`config.mk`:
```
export PLATFORM = sky130hd
export DESIGN_NAME = sysu_rom_scanner
export DESIGN_NICKNAME = d
export VERILOG_FILES = /design/src/rtl/sysu_rom_scanner_pkg.sv /design/src/rtl/sysu_rom_addr_cnt.sv /design/src/rtl/sysu_rom_scanner.sv
export SDC_FILE = /design/constraint.sdc
export NUM_CORES = 1
export LEC_CHECK = 0
export CAP_MARGIN = 10
export CELL_PAD_IN_SITES_DETAIL_PLACEMENT = 1
export CELL_PAD_IN_SITES_GLOBAL_PLACEMENT = 1
export CORE_MARGIN = 2
export CORE_UTILIZATION = 30
export DETAILED_ROUTE_END_ITERATION = 6
export PLACE_DENSITY_LB_ADDON = 0.1
export SLEW_MARGIN = 20
export SYNTH_ARGS = -nofsm -noshare
export SYNTH_HDL_FRONTEND = slang
export SYNTH_SLANG_ARGS = --single-unit
export TNS_END_PERCENT = 5
```
`constraint.sdc`:
```
create_clock -name CLK -period 1.5 [get_ports CLK]
set_clock_uncertainty 0.15 [all_clocks]
set_input_delay 0.3 -clock CLK [delete_from_list [all_inputs] [get_ports CLK]]
set_output_delay 0.3 -clock CLK [all_outputs]
set_load 0.01 [all_outputs]
```
`src/rtl/sysu_rom_scanner_pkg.sv`:
```
// Shared types and widths for the ROM scanner block and its address counter.
package sysu_rom_scanner_pkg;

  localparam int ADDR_W = 3;
  localparam int DATA_W = 8;

  typedef enum logic [1:0] {
    ST_IDLE  = 2'd0,
    ST_FETCH = 2'd1,
    ST_HOLD  = 2'd2,
    ST_FIN   = 2'd3
  } state_t;

endpackage

```
`src/rtl/sysu_rom_addr_cnt.sv`:
```
// ROM address register: clear-to-zero has priority over increment; the
// increment wraps naturally at the top of the 3-bit range.
module sysu_rom_addr_cnt
  import sysu_rom_scanner_pkg::*;
(
  input  logic              clk,
  input  logic              rst,
  input  logic              clr,
  input  logic              inc,
  output logic [ADDR_W-1:0] addr
);

  always_ff @(posedge clk or posedge rst) begin
    if (rst)      addr <= '0;
    else if (clr) addr <= '0;
    else if (inc) addr <= addr + ADDR_W'(1);
  end

endmodule

```
`src/rtl/sysu_rom_scanner.sv`:
```
// Walks an external 8x8 combinational ROM from address 0 to LAST_ADDR and
// hands each word downstream over a VALID/READY handshake.
// Optional macro SYSU_ROM_SCANNER_LOOP_EN adds a LOOP input for continuous scanning.
//
// state | meaning
// IDLE  | waiting for START, address parked at 0
// FETCH | ROM output for current address is captured into Q
// HOLD  | Q presented with VALID, waiting for READY
// FIN   | DONE pulse, address returns to 0
module sysu_rom_scanner
  import sysu_rom_scanner_pkg::*;
#(
  parameter logic [ADDR_W-1:0] LAST_ADDR = 3'b111
) (
`ifdef SYSU_ROM_SCANNER_LOOP_EN
  input  logic              LOOP,
`endif
  input  logic              CLK,
  input  logic              RST,
  input  logic              START,
  input  logic              STOP,
  input  logic              READY,
  input  logic [DATA_W-1:0] Rin,
  output logic              A2,
  output logic              A1,
  output logic              A0,
  output logic [DATA_W-1:0] Q,
  output logic              VALID,
  output logic              BUSY,
  output logic              DONE
);

  state_t            state, state_nxt;
  logic [ADDR_W-1:0] addr;
  logic              addr_clr, addr_inc;
  logic              q_load, valid_set, valid_clr;
  logic              last_word;

  sysu_rom_addr_cnt u_addr_cnt (
    .clk  (CLK),
    .rst  (RST),
    .clr  (addr_clr),
    .inc  (addr_inc),
    .addr (addr)
  );

  assign last_word = (addr == LAST_ADDR);

  always_ff @(posedge CLK or posedge RST) begin
    if (RST) state <= ST_IDLE;
    else     state <= state_nxt;
  end

  always_comb begin
    state_nxt = state;
    addr_clr  = 1'b0;
    addr_inc  = 1'b0;
    q_load    = 1'b0;
    valid_set = 1'b0;
    valid_clr = 1'b0;
    // STOP wins over everything once a scan is running, including a handshake
    if (STOP && (state != ST_IDLE)) begin
      state_nxt = ST_IDLE;
      addr_clr  = 1'b1;
      valid_clr = 1'b1;
    end else begin
      case (state)
        ST_IDLE: begin
          if (START && !STOP) begin
            state_nxt = ST_FETCH;
            addr_clr  = 1'b1;
          end
        end
        ST_FETCH: begin
          q_load    = 1'b1;
          valid_set = 1'b1;
          state_nxt = ST_HOLD;
        end
        ST_HOLD: begin
          if (VALID && READY) begin
            valid_clr = 1'b1;
            if (!last_word) begin
              addr_inc  = 1'b1;
              state_nxt = ST_FETCH;
            end else begin
`ifdef SYSU_ROM_SCANNER_LOOP_EN
              if (LOOP) begin
                addr_clr  = 1'b1;
                state_nxt = ST_FETCH;
              end else begin
                state_nxt = ST_FIN;
              end
`else
              state_nxt = ST_FIN;
`endif
            end
          end
        end
        ST_FIN: begin
          addr_clr  = 1'b1;
          state_nxt = ST_IDLE;
        end
        default: begin
          addr_clr  = 1'b1;
          state_nxt = ST_IDLE;
        end
      endcase
    end
  end

  // Q only changes on a fetch, so the last word stays visible after a scan ends
  always_ff @(posedge CLK or posedge RST) begin
    if (RST) begin
      Q     <= '0;
      VALID <= 1'b0;
    end else begin
      if (q_load) Q <= Rin;
      if (valid_clr)      VALID <= 1'b0;
      else if (valid_set) VALID <= 1'b1;
    end
  end

  assign {A2, A1, A0} = addr;
  assign BUSY = (state != ST_IDLE);
  assign DONE = (state == ST_FIN);

endmodule

```
==> qor.txt <==
FP Rows -> 18
Worst path max stage delay -> 0.40 ns
GR Overflow Total -> 0
Yosys reg bits -> 14
status -> complete, but fails checks
Top Usage Layer GRT -> met2
Final ANT Viol Nets -> 0
IO Port Bufs -> 26
Remaining DRCs -> 0
Starting Density -> 31.3%
Critical Path Sink Type -> flip-flop
Slew Limit Fails -> 0
CTS Root Cell -> clkbuf_4
Peak supply drop -> 1.15 mV
# fillers -> 276
Clk pin slew, worst setup/hold paths -> 0.08 ns
fin crit period -> 1.75 ns
gr usage total -> 16.0%
Synth Net Count -> 77
htree depth -> 1
met3 Usage GRT -> 5.46%
cell repeated most along the worst path -> ha_4
clock latency at the later pin of the worst-skew pair -> 0.28 ns
Netlist cell types -> 23
RSZ-0062 raised after global routing -> yes
Slew headroom -> 77.4%
starting DRC count in detailed routing -> 2
layout cells sized above 1 -> 46.8%
critical path class -> flip-flop to flip-flop
Slowest cell on crit path -> dfrtp_1
sequential share of the synthesized area -> 46.1%
IO Count -> 27
FMAX -> 571 MHz
area grow syn2layout -> 74.5%
Cells after Synth -> 57
syn avg cell area -> 13.3 µm²
Yosys top cell by area -> dfrtp_1
Final GP Congestion -> 0.771
most common cell after layout, fill and taps aside -> buf_4
Max Cap Viol -> 0
setup violators final -> 16
WL/cell -> 15.2 µm
CTS tree -> built
GR met1 Demand/Resource -> 20.6%
Die Ht -> 54.4 µm
Setup TNS -> -2.36 ns
largest net degree at the start of global routing -> 15
Synth Cell Area -> 761 µm²
Leak -> 0.647 nW
initial antenna violation count -> 0
Cells after DPL -> 129
Die X -> 54.4 µm
worst setup margin -> -0.253 ns
Post-Layout Cell Count -> 139
die area -> 2950 µm²
PwrDens -> 1770 nW/µm²
cell-by-cell trace of the critical path -> buf_6, ha_4, ha_4, nand4b_1, mux2i_1, nor2_1
number of global-route vias before repair -> 675
Yosys Warn Count -> 0
crit path DAT -> 1.76 ns
Worst Hold Class -> input port to asynchronous set/reset pin
startpoint types -> flip-flop
nets -> 131
Critical Path Fanout Max -> 3
Max Root-Sink Buffers -> 2
global-route wire length before repair -> 3280 µm
Core ar. -> 2430 µm²
post-DP HPWL -> 1360 µm
top cell type's share of synthesized area -> 46.1%
Hold Slack -> 0.153 ns
CTS Sinks -> 14
fin crit share -> 117%
Area contributors post-synth -> dfrtp_1 46%, mux2_4 16%, ha_1 12%
Required @ worst endpoint -> 1.51 ns
final wirelength -> 2110 µm
failing checks -> negative setup slack
via count -> 664
most frequent cells in the layout -> 18 x buf_4, 14 x dfrtp_1, 12 x clkdlybuf4s50_1, 9 x dlygate4sd2_1, 8 x mux2_4
total CTS buffers -> 3
final hold vios -> 0
Initial DRT Pass Iterations -> 4
met2 Track Usage GR -> 25.1%
Slew @ Worst Pin -> 0.339 ns
vias per cell -> 4.78
# diodes -> 0
## area by class of cell
cell class                 instances  area, µm²  share of cell area [%]
clock buffer                       3       22.5                    1.70
inverter                           4       15.0                    1.13
tap                               30       37.5                    2.83
multi-input combinational         39        475                    35.8
sequential                        14        350                    26.4
timing repair buffer              49        427                    32.1
## per-layer routing
layer  share of wire [%]  routed length, µm  vias up
met1                  41                862      330
met5                   0                  0        -
li1                    -                  -      314
met4                 1.1                 24        0
met2                  53               1120       16
met3                 5.1                107        4
## flip-flops by register name, summed over array words and instances, names as in the netlist
register	flops
state	2
VALID	1
u_addr_cnt.addr	3
Q	8
## synthesized netlist by cell type
cell       instances
a31oi_1            1
inv_1              4
mux2i_1            2
nand4_1            1
o211ai_1           1
o2111ai_1          1
mux2_4             8
a21oi_1            1
nor2_1             3
nand2_1            1
nor2b_1            1
o221ai_1           1
xor2_1             1
o21ai_0            1
dfrtp_1           14
nand2_4            1
ha_1               7
and3b_1            1
o311ai_2           1
nand4b_1           2
nand2b_4           1
nand2b_1           2
a21bo_2            1
## worst paths after layout
kind,cells after the start,startpoint,slack [ns],endpoint
setup / recovery,6,u_addr_cnt.addr[0],-0.25,u_addr_cnt.addr[1]
hold / removal,3,RST,0.15,Q[4]
setup reg to reg,6,u_addr_cnt.addr[0],-0.25,u_addr_cnt.addr[1]
hold reg to reg,1,Q[5],0.37,Q[5]
max in group asynchronous,3,RST,0.88,u_addr_cnt.addr[0]
min in group CLK,1,Q[5],0.37,Q[5]
## kinds of logic after synthesis
logic type      share of synthesized area (%)
fa+ha+maj                                11.5
xor+xnor                                 1.15
compound gates                           8.88
buf+inv                                  1.97
mux                                      18.4
flops                                    46.1
simple gates                             12.0
## per-stage QoR
| step | util [%] | cell area [µm²] | power (mW) | setup WS (ns) |
|---|---|---|---|---|
| floorplan | - | 777 | 1.34 | -0.0269 |
| global placement | 49.1 | 1190 | 1.98 | -0.229 |
| detailed placement | 49.1 | 1190 | 2.01 | -0.216 |
| CTS | 53.2 | 1290 | 2.29 | -0.196 |
| global route | 54.6 | 1330 | 2.51 | -0.346 |
| finish | 54.6 | 1330 | 2.34 | -0.253 |
## timing repair
item                                    CTS  global route
setup buffers                             6             2
endpoints found under the setup margin   28            18
hold buffers                              0             0
pin swaps                                 1             4
resized for setup                        32             9
## power by group
part           switching, mW  total, mW  internal [mW]
clock network          0.122      0.215         0.0933
logic                  0.631       1.51          0.876
registers             0.0858      0.623          0.537
## worst max-delay path, delay by kind of cell, from the launching register on
| family | cells | cell delay [ns] |
|---|---|---|
| adders and majority gates | 2 | 0.30 |
| and+or+nand+nor | 2 | 0.39 |
| muxes | 1 | 0.27 |
| DFF | 1 | 0.40 |
| buffers and inverters | 1 | 0.13 |
Power figures use the tool's default switching activity.
